[src/rtl/alu_op_driver.sv]
// Request/response front end for the 8-bit registered ALU: screens requests,
// drives one operation at a time, and returns the captured result with its tag.
module alu_op_driver #(
  parameter int unsigned WAIT_CYC = 1,
  parameter int unsigned TAG_W    = 4
) (
  input  logic             clock,
  input  logic             reset_n,
  input  logic             req_valid,
  output logic             req_ready,
  input  logic [7:0]       req_a,
  input  logic [7:0]       req_b,
  input  logic [3:0]       req_sel,
  input  logic [TAG_W-1:0] req_tag,
  output logic             rsp_valid,
  input  logic             rsp_ready,
  output logic [7:0]       rsp_data,
  output logic             rsp_carry,
  output logic             rsp_err,
  output logic [TAG_W-1:0] rsp_tag,
  output logic [7:0]       alu_a,
  output logic [7:0]       alu_b,
  output logic [3:0]       alu_sel,
  input  logic [7:0]       alu_out,
  input  logic             alu_carry,
  output logic [15:0]      op_count,
  output logic [15:0]      err_count
);

  localparam int unsigned DATA_W = 8;
  localparam int unsigned SEL_W  = 4;
  localparam int unsigned CNT_W  = 16;
  localparam int unsigned WCNT_W = (WAIT_CYC > 1) ? $clog2(WAIT_CYC) : 1;

  localparam logic [SEL_W-1:0] SEL_ADD = SEL_W'(0);
  localparam logic [SEL_W-1:0] SEL_DIV = SEL_W'(3);

  typedef enum logic [1:0] {
    S_IDLE,
    S_DRIVE,
    S_CAPTURE,
    S_RESP
  } state_t;

  state_t              state;
  logic [WCNT_W-1:0]   wait_cnt;
  logic                legal_c;

  // Only ADD/SUB/MUL/DIV with a non-zero divisor reach the ALU.
  assign legal_c = (req_sel <= SEL_DIV) && !((req_sel == SEL_DIV) && (req_b == '0));

  always_ff @(posedge clock or negedge reset_n) begin
    if (!reset_n) begin
      state     <= S_IDLE;
      wait_cnt  <= '0;
      req_ready <= 1'b1;
      rsp_valid <= 1'b0;
      rsp_data  <= '0;
      rsp_carry <= 1'b0;
      rsp_err   <= 1'b0;
      rsp_tag   <= '0;
      alu_a     <= '0;
      alu_b     <= '0;
      alu_sel   <= '0;
      op_count  <= '0;
      err_count <= '0;
    end else begin
      case (state)
        S_IDLE: begin
          if (req_valid && req_ready) begin
            req_ready <= 1'b0;
            rsp_tag   <= req_tag;
            if (legal_c) begin
              alu_a    <= req_a;
              alu_b    <= req_b;
              alu_sel  <= req_sel;
              wait_cnt <= WCNT_W'(WAIT_CYC - 1);
              state    <= S_DRIVE;
            end else begin
              rsp_data  <= '0;
              rsp_carry <= 1'b0;
              rsp_err   <= 1'b1;
              state     <= S_RESP;
            end
          end
        end

        // Operands held stable while the ALU register settles.
        S_DRIVE: begin
          if (wait_cnt == '0) begin
            state <= S_CAPTURE;
          end else begin
            wait_cnt <= wait_cnt - WCNT_W'(1);
          end
        end

        S_CAPTURE: begin
          rsp_data  <= alu_out;
          rsp_carry <= (alu_sel == SEL_ADD) ? alu_carry : 1'b0;
          rsp_err   <= 1'b0;
          rsp_valid <= 1'b1;
          state     <= S_RESP;
        end

        // Rejected requests enter RESP with valid low and raise it one cycle later.
        S_RESP: begin
          if (!rsp_valid) begin
            rsp_valid <= 1'b1;
          end else if (rsp_ready) begin
            rsp_valid <= 1'b0;
            req_ready <= 1'b1;
            op_count  <= op_count + CNT_W'(1);
            err_count <= err_count + CNT_W'(rsp_err);
            state     <= S_IDLE;
          end
        end

        default: begin
          state     <= S_IDLE;
          req_ready <= 1'b1;
          rsp_valid <= 1'b0;
        end
      endcase
    end
  end

  logic unused_c;
  assign unused_c = ^{DATA_W[0]};

endmodule

[config.mk]
export PLATFORM = sky130hd
export DESIGN_NAME = alu_op_driver
export DESIGN_NICKNAME = d
export VERILOG_FILES = /design/src/rtl/alu_op_driver.sv
export SDC_FILE = /design/constraint.sdc
export NUM_CORES = 1
export LEC_CHECK = 0
export ABC_AREA = 1
export CAP_MARGIN = 20
export CORE_MARGIN = 4
export CORE_UTILIZATION = 40
export DETAILED_ROUTE_END_ITERATION = 16
export GPL_ROUTABILITY_DRIVEN = 0
export GPL_TIMING_DRIVEN = 0
export PLACE_DENSITY = 0.68
export SLEW_MARGIN = 15
export SYNTH_ARGS = -nofsm -noshare
export SYNTH_HDL_FRONTEND = slang
export SYNTH_SLANG_ARGS = --single-unit
[constraint.sdc]
create_clock -name clock -period 1.9 [get_ports clock]
set_input_delay 0.19 -clock clock [delete_from_list [all_inputs] [get_ports clock]]
set_output_delay 0.19 -clock clock [all_outputs]
set_load 0.005 [all_outputs]
; ---- After elaboration in Yosys (flattened, before gate mapping)
; Index checks and enable logic that the tools add are counted.
; Widths: inputs -> output; s select.
[totals]
register_bits = 71
in_bits = 37
out_inout_bits = 68
word_cells = 72
[op_classes]
n_addsub = 3
order_cmp = 1
eq_ne = 10
muxes = 27
reduce_logical = 18
[op_table]
columns = operator, count
row1 = $add 16x1->16, 1
row2 = $add 16x1->16 const B, 1
row3 = $mux 8, 2
row4 = $pmux 8 s2, 1
row5 = $mux 1, 13
row6 = $ne 2x2->1 const B, 6
row7 = $reduce_and 3->1, 4
row8 = $mux 2, 5
row9 = $pmux 1 s2, 5
row10 = $logic_not 8->1, 1
row11 = $pmux 2 s4, 1
row12 = $reduce_and 4->1, 2
row13 = $reduce_bool 2->1, 4
row14 = $eq 2x2->1 const B, 2
row15 = $eq 4x2->1 const B, 1
row16 = $le 4x2->1 const B, 1
row17 = $logic_not 4->1, 1
row18 = $logic_and 1x1->1, 3
row19 = $eq 2x1->1 const B, 1
row20 = $logic_not 2->1, 1
row21 = $reduce_and 2->1, 1
row22 = $logic_not 1->1, 1
row23 = $sub 1x1->1 const B, 1

; ---- Depth between registers and ports, before layout
; Gate-level depths: netlist of run 1.
[logic_depth]
ltp_word = 7
mapped_depth = 9
depth_no_buf = 9

; ---- Worst setup path before layout of run 1
; No wires, ideal clock.
[synth_path]
kind = reg-to-reg
from = register rsp_err
to = register err_count[8]
setup_ns = 0.113
arrival_ns = 1.330
required_time_ns = 1.787
setup_slack_ns = 0.457
stages_incl_launch_ff = 8
n_path_buf = 0
period_less_slack_ns = 1.443
path_cell_list = dfrtp_1 ha_1 ha_1 nand4_1 nor2_1 or2_2 nand2_1 inv_1
[synth_between]
elab_chain_len = 1
[synth_lines]
columns = element, line
row1 = start: declaration, 19  ; output logic rsp_err,
row2 = start signal: assignment, 60  ; rsp_err <= 1'b0;
row3 = start signal: assignment, 82  ; rsp_err <= 1'b1;
row4 = start signal: assignment, 100  ; rsp_err <= 1'b0;
row5 = $add 16x1->16, 113  ; err_count <= err_count + CNT_W'(rsp_err);
row6 = end signal: assignment, 113
row7 = end: declaration, 27  ; output logic [15:0] err_count
; No other way between the ends.
; A chain may end at the register's enable or synchronous reset.

; ---- Worst setup path after layout of run 1
[layout_path]
from = register state[0]
to = register alu_a[0]
[layout_between]
elab_chain_len = 2
[layout_lines]
columns = element, line
row1 = start: declaration, 45  ; state_t state;
row2 = start signal: assignment, 54  ; state <= S_IDLE;
row3 = start signal: assignment, 78  ; state <= S_DRIVE;
row4 = start signal: assignment, 83  ; state <= S_RESP;
row5 = $logic_not 2->1, 68  ; case (state)
row6 = $reduce_and 3->1 (no source line), -
row7 = end signal: assignment, 74  ; alu_a <= req_a;
row8 = end: declaration, 21  ; output logic [7:0] alu_a,
; No other way between the ends.

==> summary.md, run 1 <==
| Metric | Value |
|---|---|
| Crit path cell chain | `inv_1 > ha_1 > inv_1 > nor2_4 > buf_1 > nand4_1 > nand2_1` |
| FP Rows | `33` |
| Leak | `2.40 nW` |
| Initial antenna violation count | `0` |
| Flops & latches, synth | `70` |
| CP Class | `flop to flop` |
| EDFF count, synth | `0` |
| WP data required | `2.18 ns` |
| Hold Path Class | `input port to asynchronous set/reset pin` |
| CTS tree | `yes` |
| CTS Buffer Depth | `2` |
| ANT cells | `0` |
| Worst path most repeated cell | `inv_1` |
| Worst rel slew slack | `72.4%` |
| CP Launch Type | `flop` |
| Unique masters post-synth | `31` |
| Average vias per placed instance | `4.83` |
| Worst path bufs/invs | `3` |
| Initial DRC Count | `129` |
| Leading area contributor after synthesis | `dfrtp_1` |
| Gr ovfl total | `0` |
| Crit path DAT | `1.97 ns` |
| Max-Cap Viols | `0` |
| Io pins | `around 110` |
| Area grow syn2layout | `41.3%` |
| Slew @ Worst Pin | `0.415 ns` |
| Post-Layout Cell Count | `637` |
| Asr flop ratio synth | `100%` |
| Gr usage total | `17.0%` |
| Outcome | `complete, no violations` |
| First-pass GRT wire length | `13.8 mm` |
| TNS Setup | `0 ns` |
| Root buffer cell | `clkbuf_8` |
| Slew Limit Fails | `0` |
| Via count | `just over 3k` |
| Dpl cell area | `approximately 4700 um2` |
| Later-pin clock latency in the skew report | `between 0.3 and 0.4 ns` |
| Max Clock Skew | `0.00721 ns` |
| Final setup viols | `0` |
| Die width | `101 um` |
| Detail Route Antenna Nets | `0` |
| Commonest non-fill, non-tap cell in the layout | `nand2_1` |
| CP endpoint kind | `flop` |
| Detail Placement HPWL | `6.28 mm` |
| Worst-path clk slew | `approximately 0.080 ns` |
| # port buffers | `104` |
| Main area contributors after synthesis | `dfrtp_1 (50%), nand2_1 (16%), inv_1 (4.9%)` |
| Post-synth top flop | `dfrtp_1` |
| CP peak stage delay | `just under 0.4 ns` |
| Drt drc | `0` |
| Fin. Hold Viols | `0` |
| Synth warn | `0` |
| Syn Nets | `454` |
| PwrDens | `1100 nW/um2` |
| Drt total wl | `8.23 mm` |
| NumNets Final | `571` |
| Most frequent cells in the layout | `nand2_1 (147), clkdlybuf4s50_1 (103), dfrtp_1 (69)` |
| Area fraction of the dominant cell type after synthesis | `49.9%` |
| Initial core utilization | `41.7%` |
| Synthesized area | `3460 um2` |
| Critical-path maximum fanout | `10` |
| Min Tclk post-route | `1.68 ns` |
| Final instance area | `4890 um2` |
| Kind of cell adding the most delay to the critical path | `buffers and inverters` |
| TritonCTS Buffers | `9` |
| Fmax | `595 MHz` |
| Number of global-route vias before repair | `3001` |
| Slowest-stage cell, CP | `dfrtp_1` |
| Routed wire per std cell | `about 13 um` |
| Die height | `101 um` |
| RSZ-0062 raised after global routing | `false` |
| # fillers | `between 700 and 800` |
| Pre-antenna DRT Iters | `4` |
| Core Region | `about 8300 um2` |
| CTS-repair resized insts | `0` |
| Max VDD drop | `just over 500 uV` |
| Sink Count | `70` |
| Share of layout cells above drive strength 1 | `under 10%` |
| Placed cell count | `620` |
| Tcrit/Tclk final | `88.5%` |
| Pin count of the biggest net entering global routing | `about 50` |
| Avg Cell Area, Syn | `8.44 um2` |
| Worst R2R Setup Slack | `0.22 ns` |
| Seq/Total Area, Yosys | `50.6%` |
| Syn Inst Count | `410` |
| H-tree Lvls | `3` |
| Final Util | `roughly three fifths` |
| Die area | `10200 um2` |
-- path summary, 6_finish.rpt --
path                                 startpoint                         to  cells after the start
setup / recovery           state[0]$_DFFE_PN0P_       alu_a[0]$_DFFE_PN0P_                      7
hold / removal                          reset_n  err_count[14]$_DFFE_PN0P_                      2
setup reg to reg           state[0]$_DFFE_PN0P_       alu_a[0]$_DFFE_PN0P_                      7
hold reg to reg            alu_b[0]$_DFFE_PN0P_       alu_b[0]$_DFFE_PN0P_                      2
max in group asynchronous               reset_n      req_ready$_DFFE_PN1P_                      3
min in group clock                   req_tag[1]     rsp_tag[1]$_DFFE_PN0P_                      3
-- logic make-up after synthesis --
group	synth area share (%)
compound gates	1.77
xor+xnor	3.54
fa+ha+maj	2.53
buf+inv	6.87
flops	50.6
simple gates	34.7
-- layer usage --
metal | global-route usage [%] | part of all wire (%) | vias up | wire [um]
met3 | 5.81 | 8.8 | 11 | 728
met4 | 6.13 | 1.3 | 0 | 107
met5 | 0 | 0 | - | 0
met1 | 20.6 | 42 | 1429 | 3490
li1 | - | - | 1539 | -
met2 | 28.1 | 47 | 99 | 3900
-- power by group --
group | total, mW | internal [mW] | leakage, nW | switching [mW]
sequential | 2.15 | 1.86 | 0.886 | 0.288
clock | 1.33 | 0.770 | 0.108 | 0.564
combinational | 1.92 | 1.01 | 1.40 | 0.910
-- timing repair --
item,4_1_cts,5_1_grt
hold buffers,1,0
endpoints found under the hold margin,20,0
setup buffers,0,0
-- sequential cells by signal, summed over array words and instances, names as in the netlist --
signal	cells
err_count	16
op_count	16
alu_a	8
alu_b	8
rsp_data	8
alu_sel	4
rsp_tag	4
state	2
req_ready	1
rsp_carry	1
rsp_err	1
rsp_valid	1
-- synthesized netlist by cell type (2+ instances only) --
cell,number
nand3_1,16
xnor2_1,3
nand3b_1,10
nand3_4,2
nor3_1,9
clkbuf_1,2
buf_6,3
nand3_2,3
nand2_2,3
o21ai_0,3
nand2_1,147
xor2_1,11
nand4_1,27
ha_1,7
dfrtp_1,69
nor2_1,24
nor2_2,4
buf_2,4
nor2_4,6
o21ai_1,2
inv_1,45
-- metrics by stage --
step	setup WS, ns	hold WS, ns	total power [mW]
floorplan	0.457	-0.106	3.05
global placement	-1.81	0.454	4.06
detailed placement	0.197	0.101	4.11
CTS	0.194	0.274	5.48
global route	0.0567	0.288	5.79
finish	0.218	0.278	5.40
-- cell type report --
cell class | count | area, um2 | share of cell area (%)
sequential | 70 | 1750 | 35.8
multi-input combinational | 284 | 1470 | 30.1
timing repair buffer | 106 | 1080 | 22.0
inverter | 46 | 173 | 3.53
clock buffer | 10 | 138 | 2.81
tap | 105 | 131 | 2.69
clock inverter | 6 | 85.1 | 1.74
buffer | 10 | 65.1 | 1.33
Note: power is estimated with default switching activity, not from simulation.
==> run 2, diff against run 1 <==
HOLD_SLACK_MARGIN = 0.02   (was default)
MAX_ROUTING_LAYER = met4   (was default)
clock period = 1.88 ns   (was 1.9 ns; I/O delays follow)
==> summary.md, run 2 (synthesis gave the netlist of run 1 again) <==
| Metric | Value |
|---|---|
| Fin. Hold Viols | `0 (unchanged)` |
| First-pass GRT wire length | `13.8 mm (unchanged)` |
| Hold Slack | `0.278 ns (-0.000374 ns)` |
| Number of global-route vias before repair | `2997 (-0.13%)` |
| Detail Placement HPWL | `6.28 mm (unchanged)` |
| Worst-path clk slew | `0.08 ns (about the same)` |
| Min Tclk post-route | `1.69 ns (+0.00315 ns)` |
| CTS-repair resized insts | `0 (unchanged)` |
| Die height | `101 um (unchanged)` |
| Crit path DAT | `1.97 ns (about the same)` |
| RSZ-0062 raised after global routing | `false` |
| Max Clock Skew | `0.00738 ns (+0.000174 ns)` |
| Slew @ Worst Pin | `0.415 ns (+0.000749 ns)` |
| Worst rel slew slack | `72.3% (about the same)` |
| CP Launch Type | `flop` |
| CP Class | `flop to flop` |
| Core Region | `8300 um2 (unchanged)` |
| Kind of cell adding the most delay to the critical path | `buffers and inverters` |
| Critical-path maximum fanout | `10 (unchanged)` |
| Crit path cell chain | `inv_1 > ha_1 > inv_1 > nor2_4 > buf_1 > nand4_1 > nand2_1` |
| PwrDens | `1120 nW/um2 (+1.1%)` |
| Hold Path Class | `input port to asynchronous set/reset pin` |
| PnR worst setup slack | `0.195 ns (-0.0232 ns)` |
| Initial DRC Count | `118 (-8.5%)` |
| CTS Buffer Depth | `2 (unchanged)` |
| Pre-antenna DRT Iters | `4 (unchanged)` |
| Root buffer cell | `clkbuf_8` |
| Average vias per placed instance | `4.83 (about the same)` |
| Fmax | `593 MHz (-0.19%)` |
| Worst path bufs/invs | `3 (unchanged)` |
| Via count | `3076 (-0.065%)` |
| FP Rows | `33 (unchanged)` |
| Initial core utilization | `41.7% (unchanged)` |
| Top Registers | `err_count: 16 flops, op_count: 16 flops` |
| CP peak stage delay | `0.39 ns (about the same)` |
| Final setup viols | `0 (unchanged)` |
| NumNets Final | `571 (unchanged)` |
| Slowest-stage cell, CP | `dfrtp_1` |
| # port buffers | `104 (unchanged)` |
| Outcome | `complete, no violations` |
| Gr usage total | `17.5% (+0.48 points)` |
| Drt total wl | `8.22 mm (about the same)` |
| Share of layout cells above drive strength 1 | `8.83% (unchanged)` |
| CP endpoint kind | `flop` |
| Io pins | `105 (unchanged)` |
| Post-Layout Cell Count | `637 (unchanged)` |
| Placed cell count | `620 (unchanged)` |
| Tcrit/Tclk final | `89.6% (+1.1 points)` |
| Max VDD drop | `519 uV (+1.5%)` |
| Area grow syn2layout | `41.3% (unchanged)` |
| Met1 WL | `3.60 mm (+2.9%)` |
| Die width | `101 um (unchanged)` |
| Routed wire per std cell | `12.9 um (about the same)` |
| CTS tree | `yes` |
| Metal3 WL | `645 um (-11%)` |
| H-tree Lvls | `3 (unchanged)` |
| Max-Cap Viols | `0 (unchanged)` |
| Drt drc | `0 (unchanged)` |
| Worst path most repeated cell | `inv_1` |
| WP data required | `2.16 ns (-0.02 ns)` |
| Detail Route Antenna Nets | `0 (unchanged)` |
| Slew Limit Fails | `0 (unchanged)` |
| DR WL met2 | `3.87 mm (-0.79%)` |
| Gr ovfl total | `0 (unchanged)` |
| Sink Count | `70 (unchanged)` |
| Leak | `2.40 nW (unchanged)` |
| ANT cells | `0 (unchanged)` |
| Initial antenna violation count | `0 (unchanged)` |
| Later-pin clock latency in the skew report | `0.34 ns (about the same)` |
| Pin count of the biggest net entering global routing | `51 (unchanged)` |
| Commonest non-fill, non-tap cell in the layout | `nand2_1` |
| DR top layer | `met4` |
| Worst slack at placement | `0.179 ns (-0.0180 ns)` |
| # fillers | `761 (unchanged)` |
| Most frequent cells in the layout | `nand2_1 (147), clkdlybuf4s50_1 (103), dfrtp_1 (69)` |
| Final Total Pwr | `5.46 mW (+1.1%)` |
| Die area | `10200 um2 (unchanged)` |
| TritonCTS Buffers | `9 (unchanged)` |
==> run 2: cell counts in the layout (fill, tap and decap cells not counted) <==
Identical to the previous run, type by type.
==> run 2: worst paths after layout <==
check                           depth (start not counted)                         to  slack (ns)                 start
worst max-delay path                                    7       alu_a[1]$_DFFE_PN0P_        0.19  state[0]$_DFFE_PN0P_
worst min-delay path                                    2  err_count[14]$_DFFE_PN0P_        0.28               reset_n
worst max register to register                          7       alu_a[1]$_DFFE_PN0P_        0.19  state[0]$_DFFE_PN0P_
worst min register to register                          2       alu_b[0]$_DFFE_PN0P_        0.47  alu_b[0]$_DFFE_PN0P_
max in group asynchronous                               3      req_ready$_DFFE_PN1P_        1.02               reset_n
min in group clock                                      3     rsp_tag[1]$_DFFE_PN0P_        0.38            req_tag[1]
==> run 2: layer usage <==
layer,global-route usage (%),vias to the layer above
met5,-,-
met4,5.83,0
met3,5.19,10
met2,28.1,95
met1,21.1,1431
li1,-,1540
==> run 2: through the flow <==
| stage | cell area (um2) | utilization (%) | setup TNS (ns) |
|---|---|---|---|
| floorplan | 3460 | - | 0 |
| global placement | 4630 | 55.8 | -126.96 |
| detailed placement | 4660 | 56.1 | 0 |
| CTS | 4890 | 58.9 | 0 |
| global route | 4890 | 58.9 | 0 |
| finish | 4890 | 58.9 | 0 |
==> run 2: cell type report <==
class | count | area [um2] | area share, %
tap | 105 | 131 | 2.69
sequential | 70 | 1750 | 35.8
inverter | 46 | 173 | 3.53
buffer | 10 | 65.1 | 1.33
multi-input combinational | 284 | 1470 | 30.1
timing repair buffer | 106 | 1080 | 22.0
clock buffer | 10 | 138 | 2.81
clock inverter | 6 | 85.1 | 1.74
==> run 2: power breakdown <==
| group | internal, mW | switching (mW) | leakage (nW) |
|---|---|---|---|
| clock | 0.778 | 0.569 | 0.108 |
| sequential | 1.88 | 0.291 | 0.886 |
| combinational | 1.02 | 0.922 | 1.40 |
==> run 2: timing repair <==
action / 4_1_cts / 5_1_grt
buffers inserted: 0 / 0
hold endpoints to repair: 20 / 0
hold buffers: 1 / 0
==> run 3, diff against run 2 <==
CTS_CLUSTER_DIAMETER = 60   (was default)
==> results of run 3 <==
No change in the layout: final DEF, timing and power equal those of run 2.
